File: config.mk
export PLATFORM = sky130hd
export DESIGN_NAME = dadd_arb_flat
export DESIGN_NICKNAME = d
export VERILOG_FILES = /design/src/rtl/dadd_arb_pkg.sv /design/src/rtl/dadd_arb_if.sv /design/src/rtl/dadd_arb_own_fifo.sv /design/src/rtl/dadd_arb.sv /design/src/flat_wrapper.sv
export SDC_FILE = /design/constraint.sdc
export NUM_CORES = 1
export LEC_CHECK = 0
export ABC_AREA = 1
export CAP_MARGIN = 20
export CORE_AREA = 2 2 180 182
export DETAILED_ROUTE_END_ITERATION = 16
export DIE_AREA = 0 0 182 184
export PLACE_DENSITY = 0.71
export RECOVER_POWER = 25
export SKIP_LAST_GASP = 1
export SLEW_MARGIN = 40
export SYNTH_ARGS = -nofsm -noshare
export SYNTH_HDL_FRONTEND = slang
export SYNTH_SLANG_ARGS = --single-unit
File: constraint.sdc
create_clock -name clk -period 12 [get_ports clk]
set_input_delay 2.4 -clock clk [delete_from_list [all_inputs] [get_ports clk]]
set_output_delay 2.4 -clock clk [all_outputs]
set_load 0.02 [all_outputs]
File: src/rtl/dadd_arb_pkg.sv
// dadd_arb_pkg: shared constants, operand typedefs and the round-robin
// index helper for the dadd arbiter.
package dadd_arb_pkg;

  localparam int NUM_REQ_DEF    = 4;
  localparam int OSTD_DEPTH_DEF = 4;

  typedef logic [31:0] addr_t;
  typedef logic [31:0] data_t;

  // Wide enough for up to eight requesters.
  typedef logic [2:0] req_idx_t;

  // Returns (base + offset) modulo numReq, for offset < numReq.
  function automatic req_idx_t rrIndex(input req_idx_t base, input int unsigned offset,
                                       input int unsigned numReq);
    int unsigned sum;
    sum = 32'(base) + offset;
    if (sum >= numReq) sum = sum - numReq;
    return req_idx_t'(sum);
  endfunction

endpackage

File: src/rtl/dadd_arb_if.sv
// dadd_arb_if: requester handshake, response and dadd datapath signals.
// The slave modport is the arbiter's view; master is the environment's view.
interface dadd_arb_if
  import dadd_arb_pkg::*;
#(
  parameter int NUM_REQ = NUM_REQ_DEF
);

  logic [NUM_REQ-1:0]  req_valid;
  addr_t [NUM_REQ-1:0] req_addr;
  data_t [NUM_REQ-1:0] req_data;
  logic [NUM_REQ-1:0]  req_ready;

  logic  dadd_in_en;
  addr_t dadd_in_addr;
  data_t dadd_in;

  logic  dadd_out_en;
  addr_t dadd_out_addr;
  data_t dadd_out;

  logic [NUM_REQ-1:0] rsp_valid;
  addr_t              rsp_addr;
  data_t              rsp_data;

  modport slave (
    input  req_valid, req_addr, req_data, dadd_out_en, dadd_out_addr, dadd_out,
    output req_ready, dadd_in_en, dadd_in_addr, dadd_in, rsp_valid, rsp_addr, rsp_data
  );

  modport master (
    output req_valid, req_addr, req_data, dadd_out_en, dadd_out_addr, dadd_out,
    input  req_ready, dadd_in_en, dadd_in_addr, dadd_in, rsp_valid, rsp_addr, rsp_data
  );

endinterface

File: src/rtl/dadd_arb_own_fifo.sv
// dadd_arb_own_fifo: ordered queue of requester indices that own the
// in-flight dadd operations. Results come back in issue order, so the
// head always names the owner of the next result.
module dadd_arb_own_fifo
  import dadd_arb_pkg::*;
#(
  parameter int DEPTH = OSTD_DEPTH_DEF
) (
  input  logic     clk,
  input  logic     reset,
  input  logic     i_push,
  input  req_idx_t i_push_idx,
  input  logic     i_pop,
  output req_idx_t o_head,
  output logic     o_empty,
  output logic     o_full
);

  localparam int PW = (DEPTH > 1) ? $clog2(DEPTH) : 1;
  localparam int CW = PW + 1;

  req_idx_t      r_mem [DEPTH];
  logic [PW-1:0] r_wr_ptr;
  logic [PW-1:0] r_rd_ptr;
  logic [CW-1:0] r_count;

  logic w_push;
  logic w_pop;

  assign w_push  = i_push & ~o_full;
  assign w_pop   = i_pop & ~o_empty;
  assign o_empty = (r_count == '0);
  assign o_full  = (r_count == CW'(DEPTH));
  assign o_head  = r_mem[r_rd_ptr];

  // Store the owner index at the tail; contents need no reset since the count gates them.
  always_ff @(posedge clk) begin
    if (w_push) r_mem[r_wr_ptr] <= i_push_idx;
  end

  // Pointers wrap naturally because DEPTH is a power of two; push+pop keeps the count.
  always_ff @(posedge clk or posedge reset) begin
    if (reset) begin
      r_wr_ptr <= '0;
      r_rd_ptr <= '0;
      r_count  <= '0;
    end else begin
      if (w_push) r_wr_ptr <= r_wr_ptr + 1'b1;
      if (w_pop)  r_rd_ptr <= r_rd_ptr + 1'b1;
      case ({w_push, w_pop})
        2'b10:   r_count <= r_count + 1'b1;
        2'b01:   r_count <= r_count - 1'b1;
        default: r_count <= r_count;
      endcase
    end
  end

endmodule

File: src/rtl/dadd_arb.sv
// dadd_arb: round-robin arbiter sharing one dadd datapath among NUM_REQ
// requesters, with an owner queue routing in-order results back.
// Optional feature: define DADD_ARB_STATS_EN to add the saturating
// per-requester grant counters on output grant_cnt.
module dadd_arb
  import dadd_arb_pkg::*;
#(
  parameter int NUM_REQ    = NUM_REQ_DEF,
  parameter int OSTD_DEPTH = OSTD_DEPTH_DEF
) (
  input  logic clk,
  input  logic reset,
  dadd_arb_if.slave bus,
  output logic err_unexp_rsp
`ifdef DADD_ARB_STATS_EN
  ,
  output logic [NUM_REQ-1:0][15:0] grant_cnt
`endif
);

  localparam logic [NUM_REQ-1:0] ONE_HOT0 = NUM_REQ'(1);

  req_idx_t r_ptr;
  logic     r_in_en;
  addr_t    r_in_addr;
  data_t    r_in_data;
  logic [NUM_REQ-1:0] r_rsp_valid;
  addr_t    r_rsp_addr;
  data_t    r_rsp_data;
  logic     r_err;

  logic     w_found;
  req_idx_t w_gnt_idx;
  req_idx_t w_cand;
  logic [NUM_REQ-1:0] w_cand_oh;
  addr_t    w_gnt_addr;
  data_t    w_gnt_data;
  logic     w_full;
  logic     w_empty;
  req_idx_t w_head;
  logic     w_pop;
  logic     w_unexp;

  assign w_pop   = bus.dadd_out_en & ~w_empty;
  assign w_unexp = bus.dadd_out_en & w_empty;

  // Round-robin search from r_ptr; a full queue blocks every grant this cycle.
  always_comb begin
    w_found   = 1'b0;
    w_gnt_idx = '0;
    w_cand    = '0;
    w_cand_oh = '0;
    if (!w_full) begin
      for (int k = 0; k < NUM_REQ; k++) begin
        w_cand    = rrIndex(r_ptr, k, NUM_REQ);
        w_cand_oh = ONE_HOT0 << w_cand;
        if (!w_found && |(bus.req_valid & w_cand_oh)) begin
          w_found   = 1'b1;
          w_gnt_idx = w_cand;
        end
      end
    end
  end

  assign bus.req_ready = w_found ? (ONE_HOT0 << w_gnt_idx) : '0;

  // Select the granted requester's operand for the issue register.
  always_comb begin
    w_gnt_addr = '0;
    w_gnt_data = '0;
    for (int k = 0; k < NUM_REQ; k++) begin
      if (w_gnt_idx == req_idx_t'(k)) begin
        w_gnt_addr = bus.req_addr[k];
        w_gnt_data = bus.req_data[k];
      end
    end
  end

  // Next search starts just after the requester that won this cycle.
  always_ff @(posedge clk or posedge reset) begin
    if (reset) begin
      r_ptr <= '0;
    end else if (w_found) begin
      r_ptr <= rrIndex(w_gnt_idx, 1, NUM_REQ);
    end
  end

  // Registered issue: strobe for one cycle, operand holds its last value.
  always_ff @(posedge clk or posedge reset) begin
    if (reset) begin
      r_in_en   <= 1'b0;
      r_in_addr <= '0;
      r_in_data <= '0;
    end else begin
      r_in_en <= w_found;
      if (w_found) begin
        r_in_addr <= w_gnt_addr;
        r_in_data <= w_gnt_data;
      end
    end
  end

  // Route each result to the queue head's owner one cycle after it arrives.
  always_ff @(posedge clk or posedge reset) begin
    if (reset) begin
      r_rsp_valid <= '0;
      r_rsp_addr  <= '0;
      r_rsp_data  <= '0;
    end else begin
      r_rsp_valid <= w_pop ? (ONE_HOT0 << w_head) : '0;
      if (w_pop) begin
        r_rsp_addr <= bus.dadd_out_addr;
        r_rsp_data <= bus.dadd_out;
      end
    end
  end

  // A result with nothing outstanding is dropped and flagged until reset.
  always_ff @(posedge clk or posedge reset) begin
    if (reset) begin
      r_err <= 1'b0;
    end else if (w_unexp) begin
      r_err <= 1'b1;
    end
  end

  dadd_arb_own_fifo #(
    .DEPTH (OSTD_DEPTH)
  ) u_own_fifo (
    .clk        (clk),
    .reset      (reset),
    .i_push     (w_found),
    .i_push_idx (w_gnt_idx),
    .i_pop      (w_pop),
    .o_head     (w_head),
    .o_empty    (w_empty),
    .o_full     (w_full)
  );

  assign bus.dadd_in_en   = r_in_en;
  assign bus.dadd_in_addr = r_in_addr;
  assign bus.dadd_in      = r_in_data;
  assign bus.rsp_valid    = r_rsp_valid;
  assign bus.rsp_addr     = r_rsp_addr;
  assign bus.rsp_data     = r_rsp_data;
  assign err_unexp_rsp    = r_err;

`ifdef DADD_ARB_STATS_EN
  logic [NUM_REQ-1:0][15:0] r_grant_cnt;

  // Per-requester transfer counters that stick at 0xFFFF.
  always_ff @(posedge clk or posedge reset) begin
    if (reset) begin
      r_grant_cnt <= '0;
    end else begin
      for (int k = 0; k < NUM_REQ; k++) begin
        if (w_found && (w_gnt_idx == req_idx_t'(k)) && (r_grant_cnt[k] != 16'hFFFF)) begin
          r_grant_cnt[k] <= r_grant_cnt[k] + 16'd1;
        end
      end
    end
  end

  assign grant_cnt = r_grant_cnt;
`endif

endmodule

File: src/flat_wrapper.sv
// flat-port wrapper written by rule: the top's interface ports become plain ports
module dadd_arb_flat import dadd_arb_pkg::*;
#(
  parameter int NUM_REQ    = NUM_REQ_DEF,
  parameter int OSTD_DEPTH = OSTD_DEPTH_DEF
)
  (clk, reset, err_unexp_rsp, bus_req_valid, bus_req_addr, bus_req_data, bus_dadd_out_en, bus_dadd_out_addr, bus_dadd_out, bus_req_ready, bus_dadd_in_en, bus_dadd_in_addr, bus_dadd_in, bus_rsp_valid, bus_rsp_addr, bus_rsp_data);
  dadd_arb_if #(.NUM_REQ(NUM_REQ)) bus_i ();
  input  logic clk;
  input  logic reset;
  output logic err_unexp_rsp;
  input wire logic [$bits(bus_i.req_valid)-1:0] bus_req_valid;
  input wire logic [$bits(bus_i.req_addr)-1:0] bus_req_addr;
  input wire logic [$bits(bus_i.req_data)-1:0] bus_req_data;
  input wire logic [$bits(bus_i.dadd_out_en)-1:0] bus_dadd_out_en;
  input wire logic [$bits(bus_i.dadd_out_addr)-1:0] bus_dadd_out_addr;
  input wire logic [$bits(bus_i.dadd_out)-1:0] bus_dadd_out;
  output wire logic [$bits(bus_i.req_ready)-1:0] bus_req_ready;
  output wire logic [$bits(bus_i.dadd_in_en)-1:0] bus_dadd_in_en;
  output wire logic [$bits(bus_i.dadd_in_addr)-1:0] bus_dadd_in_addr;
  output wire logic [$bits(bus_i.dadd_in)-1:0] bus_dadd_in;
  output wire logic [$bits(bus_i.rsp_valid)-1:0] bus_rsp_valid;
  output wire logic [$bits(bus_i.rsp_addr)-1:0] bus_rsp_addr;
  output wire logic [$bits(bus_i.rsp_data)-1:0] bus_rsp_data;
  assign bus_i.req_valid = bus_req_valid;
  assign bus_i.req_addr = bus_req_addr;
  assign bus_i.req_data = bus_req_data;
  assign bus_i.dadd_out_en = bus_dadd_out_en;
  assign bus_i.dadd_out_addr = bus_dadd_out_addr;
  assign bus_i.dadd_out = bus_dadd_out;
  assign bus_req_ready = bus_i.req_ready;
  assign bus_dadd_in_en = bus_i.dadd_in_en;
  assign bus_dadd_in_addr = bus_i.dadd_in_addr;
  assign bus_dadd_in = bus_i.dadd_in;
  assign bus_rsp_valid = bus_i.rsp_valid;
  assign bus_rsp_addr = bus_i.rsp_addr;
  assign bus_rsp_data = bus_i.rsp_data;
  dadd_arb #(.NUM_REQ(NUM_REQ), .OSTD_DEPTH(OSTD_DEPTH)) u_core (.clk(clk), .reset(reset), .bus(bus_i), .err_unexp_rsp(err_unexp_rsp));
endmodule
**After elaboration in Yosys (flattened, before gate mapping)**

Memory sizes are Yosys's and may differ from the RTL's.
Index checks and enable logic that the tools add are counted.

- Flip-flop bits (word level): 144
- Memory bits (writable): 12
- Bits of input ports: 327
- Output and inout port bits: 138
- Word-level logic and storage cells: 100
- Memories kept: 1

- Add/subtract/negate cells: 13
- Magnitude comparators: 5
- Equality and inequality tests: 6
- Shift operators: 6
- Muxes and demuxes: 35
- Bitwise gates (word level): 10
- Reductions and logical operators: 13

Memories:

| memory | depth | width | rd ports | clocked after memory_dff | wr ports | line | text |
|---|---|---|---|---|---|---|---|
| u_core.u_own_fifo.r_mem | 4 | 3 | 1 | 0 | 1 | dadd_arb_own_fifo.sv:22 | `req_idx_t r_mem [DEPTH];` |

Operator list:

| cell | count |
|---|---|
| two-way mux 32 bit | 8 |
| two-way mux 3 bit | 14 |
| << shifter 1 x 3 -> 4 bit (first input constant) | 6 |
| bitwise AND 4 bit | 4 |
| >= comparator 4 x 3 -> 1 bit (second input constant) | 4 |
| OR reduction 4 bit | 4 |
| subtractor 3 bit (second input constant) | 5 |
| two-way mux 1 bit | 10 |
| adder 3 x 1 -> 4 bit (second input constant) | 2 |
| adder 3 x 2 -> 4 bit (second input constant) | 2 |
| two-way mux 4 bit | 2 |
| == test 3 x 2 -> 1 bit (second input constant) | 2 |
| logical NOT 3 bit | 2 |
| one-hot mux 3 bit (2 select lines) | 1 |
| adder 2 x 1 -> 2 bit (second input constant) | 2 |
| bitwise AND 1 bit | 4 |
| adder 3 x 1 -> 3 bit (second input constant) | 1 |
| == test 3 x 1 -> 1 bit (second input constant) | 1 |
| == test 3 bit (second input constant) | 1 |
| >= comparator 3 bit (second input constant) | 1 |
| logical AND 1 bit | 3 |
| logical NOT 1 bit | 3 |
| subtractor 3 x 1 -> 3 bit (second input constant) | 1 |
| == test 2 x 1 -> 1 bit (second input constant) | 1 |
| 3 further kinds | 4 |

**Logic depth before layout (Yosys ltp)**

- Depth in word-level cells: 25
- Mapped depth: 24
- Mapped depth without buffers: 22

**Hierarchy**

From an unflattened synthesis, not the netlist that was laid out.

- Cell total of the unflattened synthesis: 1588
- Area, all modules: 10291.1 um^2

Modules (own cells, without submodules):

| module | instances | cells each | area each (um^2) |
|---|---|---|---|
| dadd_arb | 1 | 1491 | 9330.2 |
| dadd_arb_own_fifo | 1 | 97 | 960.9 |

**Least setup slack after synthesis**

No wires, ideal clock.

- Kind: input port to output port
- Start: input port bus_req_valid[1]
- End: output port bus_req_ready[1]
- Data arrival time: 4.893 ns
- Setup slack: 4.707 ns
- Stages: 16
- Path buffers: 3
- Cell sequence: nand2_1 > nand2_1 > nor2_1 > nand2_2 > nor2_4 > nand2_2 > inv_2 > nand2_1 > nand2_2 > buf_4 > nor2_1 > ha_1 > clkbuf_1 > buf_1 > inv_1 > nor3_1

- Cells in the longest elaborated chain, start to end: 18
- Elaborated cells on any way between the ends: 29
- Classes of those cells: shift: 1; mux: 14; bitwise: 4; reduce/logical: 10

Ends and longest elaborated chain:

| what | line | text |
|---|---|---|
| start, declared | flat_wrapper.sv:12 | `input wire logic [$bits(bus_i.req_valid)-1:0] bus_req_valid;` |
| bitwise AND 4 bit | dadd_arb.sv:57 | `if (!w_found && \|(bus.req_valid & w_cand_oh)) begin` |
| OR reduction 4 bit | dadd_arb.sv:57 |  |
| two-way mux 1 bit | dadd_arb.sv:57 |  |
| two-way mux 1 bit | dadd_arb.sv:53 | `if (!w_full) begin` |
| logical NOT 1 bit | dadd_arb.sv:57 |  |
| logical AND 1 bit | dadd_arb.sv:57 |  |
| two-way mux 1 bit | dadd_arb.sv:57 |  |
| two-way mux 1 bit | dadd_arb.sv:53 |  |
| [... 3 more ...] | n/a |  |
| two-way mux 1 bit | dadd_arb.sv:53 |  |
| logical NOT 1 bit | dadd_arb.sv:57 |  |
| logical AND 1 bit | dadd_arb.sv:57 |  |
| two-way mux 3 bit (*) | dadd_arb.sv:57 |  |
| two-way mux 3 bit (*) | dadd_arb.sv:53 |  |
| net u_core.u_own_fifo.i_push_idx[0] | dadd_arb_own_fifo.sv:12 | `input req_idx_t i_push_idx,` |
| << shifter 1 x 3 -> 4 bit (*) | dadd_arb.sv:65 | `assign bus.req_ready = w_found ? (ONE_HOT0 << w_gnt_idx) : '0;` |
| two-way mux 4 bit (*) | dadd_arb.sv:65 |  |
| end, declared | flat_wrapper.sv:18 | `output wire logic [$bits(bus_i.req_ready)-1:0] bus_req_ready;` |

Mark *: on every way through the listed nets, which the timed path passes. The rest lies on a longest branch. The select of a mux whose other input is x is not followed.

**Worst setup path in the final report**

- Start: input port bus_req_valid[2]
- End: output port bus_req_ready[2]

Same word-level chain as after synthesis.

==> flow_metrics.env <==
export IMPL_violations="capacitance limit, slew limit"
export IMPL_wl_per_cell_um=16.11
export IMPL_cts_tree="done"
export IMPL_grt_max_degree=92
export IMPL_initial_core_util_pct=33.26
export IMPL_cp_end_kind="output pin"
export IMPL_dr_total_vias=11140
export IMPL_max_cap_violations=2
export IMPL_final_max_slew_viol_count=153
export IMPL_grt_pass1_wl_um=59480
export IMPL_hold_start="u_core.bus.dadd_in_addr[12]"
export IMPL_cp_startpoint="bus_req_valid[2]"
export IMPL_multiInputGateArea_mm2=0.005388
export IMPL_ctsHoldBuffers=0
export IMPL_required_ps=9600
export IMPL_cellPowerDensity_mw_per_mm2=377.4
export IMPL_r2r_start="u_core.r_ptr[1]"
export IMPL_critPathLaunchType="primary input"
export IMPL_track_usage_pct=22.59
export IMPL_yosys_area_share_adder_pct=2.229
export IMPL_synth_xor_xnor_area_share_pct=0.4194
export IMPL_worst_pin_slew_ps=4213
export IMPL_synthSimpleGateAreaFrac_pct=47.12
export IMPL_fillers=3097
export IMPL_clock_path_buffers=2
export IMPL_cts_repair_resized=0
export IMPL_hold_class="flop to flop"
export IMPL_final_seq_area_mm2=0.003964
export IMPL_instances_no_fill=2378
export IMPL_avgSynthCellArea_um2=6.672
export IMPL_synth_ff_type="dfrtp_1"
export IMPL_final_antenna_net_count=0
export IMPL_skew_ps=17.84
export IMPL_area_growth_synth_to_final_pct=51.46
export IMPL_h_tree_depth=4
export IMPL_firstDrtPassIters=5
export IMPL_ys_seq_elements=156
export IMPL_cts_num_sinks=156
export IMPL_clkLatencyLatePin_ps=430
export IMPL_power_frac_comb_pct=75.6
export IMPL_drt_total_wl_um=38320
export IMPL_dp_cells=2342
export IMPL_period_share_pct=73.08
export IMPL_routabilityCongestion=0.8918
export IMPL_ios=465
export IMPL_grt_overflow=0
export IMPL_seq_area_frac_synth_pct=37.96
export IMPL_first_iter_violations=562
export IMPL_p_clk_share_pct=8.6
export IMPL_path_clk_slew_ps=70
export IMPL_setup_violations=0
export IMPL_p_seq_share_pct=15.8
export IMPL_clock_tree_root_cell="clkbuf_16"
export IMPL_drive_gt1_share_pct=11.05
export IMPL_grt_pass1_vias=11000
export IMPL_rows=65
export IMPL_worst_slack_ps=3231
export IMPL_netlist_cell_type_count=35
export IMPL_synth_top_family_by_area="simple AND/OR/NAND/NOR gates"
export IMPL_ys_warn_count=0
export IMPL_internal_power_mw=2.708
export IMPL_cts_buffers=17
export IMPL_hold_violations=0
export IMPL_synth_enable_flop_cells=12
export IMPL_ir_worst_vdd_mv=0.2311
export IMPL_grt_antenna_before_repair=4
export IMPL_p_switching_mw=3.260
export IMPL_final_nets=2305
export IMPL_rsz0062_at_grt="no"
export IMPL_dpl_hpwl_um=28220
export IMPL_crit_arrival_ps=6370
export IMPL_synthCells=1565
export IMPL_place_ws_ps=3074
export IMPL_period_minus_slack_ps=8769
export IMPL_io_buffers=464
export IMPL_fmax_mhz=114.0
export IMPL_slew_headroom_pct=-182.4
export IMPL_ys_async_sr_fraction_pct=92.31
export IMPL_die_h_um=184
export IMPL_status="finished, violations left"
export IMPL_route_detailed_drc=0
export IMPL_synthMuxAreaShare_pct=0.1078
export IMPL_postCtsSetupRepairBufs=0
export IMPL_path_class="primary input to output pin"
export IMPL_vias_per_cell=4.686
export IMPL_netlist_area_mm2=0.01044
export IMPL_leakage_nw=8.004
export IMPL_sw_frac_of_total_pct=54.62
export IMPL_die_area_mm2=0.03349
export IMPL_synth_compound_area_share_pct=1.102
export IMPL_finalSetupTns_ps=0
export IMPL_crit_fanout=66
export IMPL_fp_dieW_um=182
export IMPL_synth_nets=1910
export IMPL_coreArea_mm2=0.03139
power by group through the flow:
stage,clock [mW],combinational (mW),sequential (mW)
detailed placement,0,4.51,0.946
global route,0.550,5.09,0.965
global placement,0,4.34,0.941
finish,0.513,4.51,0.940
CTS,0.530,4.52,0.940
floorplan,0,3.01,1.14
cell usage in the layout (no fill, tap or decap), drive strengths merged:
master and n:
nand3b 1, a21oi 4, a22o 1, mux2 1, edfxtp 12, diode 4, o21ai 10, nand4 4
a32oi 2, xor2 4, clkdlybuf4s50 462, inv 166, buf 10, dfrtp 144, ha 17, a31o 1
xnor2 1, nand3 194, nor3 2, fa 1, o22ai 1, clkinv 2, nor2 215, clkbuf 19
dlygate4sd3 2, nand2 691, clkinvlp 5
Yosys cell counts, types with 2 or more instances:
library cell	number	area (um^2)
nand2_2	7	43.79
buf_6	17	191.4
nand3_1	100	500.5
o21ai_0	8	40.04
a32oi_1	2	17.52
inv_2	66	247.7
nand2_1	683	2564
edfxtp_1	12	360.4
ha_1	17	212.7
nand4_1	4	25.02
clkbuf_1	49	183.9
buf_1	11	41.29
buf_4	7	52.55
nor3_1	2	10.01
inv_1	93	349.1
xor2_1	4	35.03
nand3_2	94	940.9
nor2_1	213	799.5
buf_2	14	70.07
a21oi_1	4	20.02
dfrtp_1	144	3603
state kept, by name, indices dropped and copies added (netlist names):
register	flops
u_core.r_ptr	3
u_core.bus.dadd_in	32
u_core.err_unexp_rsp	1
u_core.bus.rsp_addr	32
u_core.bus.rsp_valid	4
u_core.u_own_fifo.r_count	3
u_core.u_own_fifo.r_wr_ptr	2
u_core.bus.dadd_in_en	1
u_core.bus.dadd_in_addr	32
u_core.u_own_fifo.r_rd_ptr	2
u_core.u_own_fifo.r_mem	12
u_core.bus.rsp_data	32
metrics by stage:
stage | util (%) | power [mW] | hold slack (ps) | area (um^2)
3_5_place_dp | 48.57 | 5.453 | 463.9 | 15250
6_report | 50.37 | 5.968 | 477.5 | 15810
3_3_place_gp | 48.25 | 5.279 | 461.6 | 15150
2_1_floorplan | - | 4.151 | 456.7 | 10440
5_1_grt | 50.37 | 6.602 | 498.4 | 15810
4_1_cts | 50.27 | 5.993 | 482.7 | 15780
cell families (layout without fill, tap and decap cells):
kind of cell | Yosys count | in the layout
buf+inv | 259 | 666
flops | 156 | 156
fa+ha+maj | 18 | 18
mux | 1 | 1
xor+xnor | 5 | 5
compound gates | 19 | 19
other cells | 0 | 4
simple gates | 1107 | 1107
final timing paths:
path | end | slack, ps | depth (start not counted)
max | bus_req_ready[2] | 3230 | 16
min | u_core.bus.dadd_in_addr[12] | 480 | 2
max reg2reg | u_core.bus.dadd_in[7] | 7340 | 21
min reg2reg | u_core.bus.dadd_in_addr[12] | 480 | 2
max in group asynchronous | u_core.bus.dadd_in[4] | 6420 | 2
min in group asynchronous | u_core.bus.rsp_addr[2] | 3680 | 2
metal layers:
| layer | part of all wire, % | GRT usage [%] |
|---|---|---|
| met1 | 39 | 25.96 |
| met4 | 1.9 | 6.677 |
| met3 | 8.1 | 6.557 |
| met5 | 0 | 0 |
| met2 | 51 | 40.66 |
final cells by class:
cell class                 instances  area share [%]
antenna                            4         0.06330
clock buffer                      18           2.714
clock inverter                    13          0.6646
inverter                         160           3.837
multi-input combinational       1150           34.07
sequential                       156           25.07
tap                              402           3.181
timing repair buffer             475           30.41
critical path: stages:
cell             delay (ps)
clkdlybuf4s50_1         490
nand2_1                 120
nand2_1                 100
nor2_2                  250
inv_2                    90
nor2_4                  120
nand2_2                  60
inv_2                    80
nand2_1                  90
nand2_4                 450
nor2_1                  330
inv_1                   240
ha_4                    330
nand2_8                 320
nor2_1                  210
clkdlybuf4s50_1         620
(Power assumes the default switching activity.)
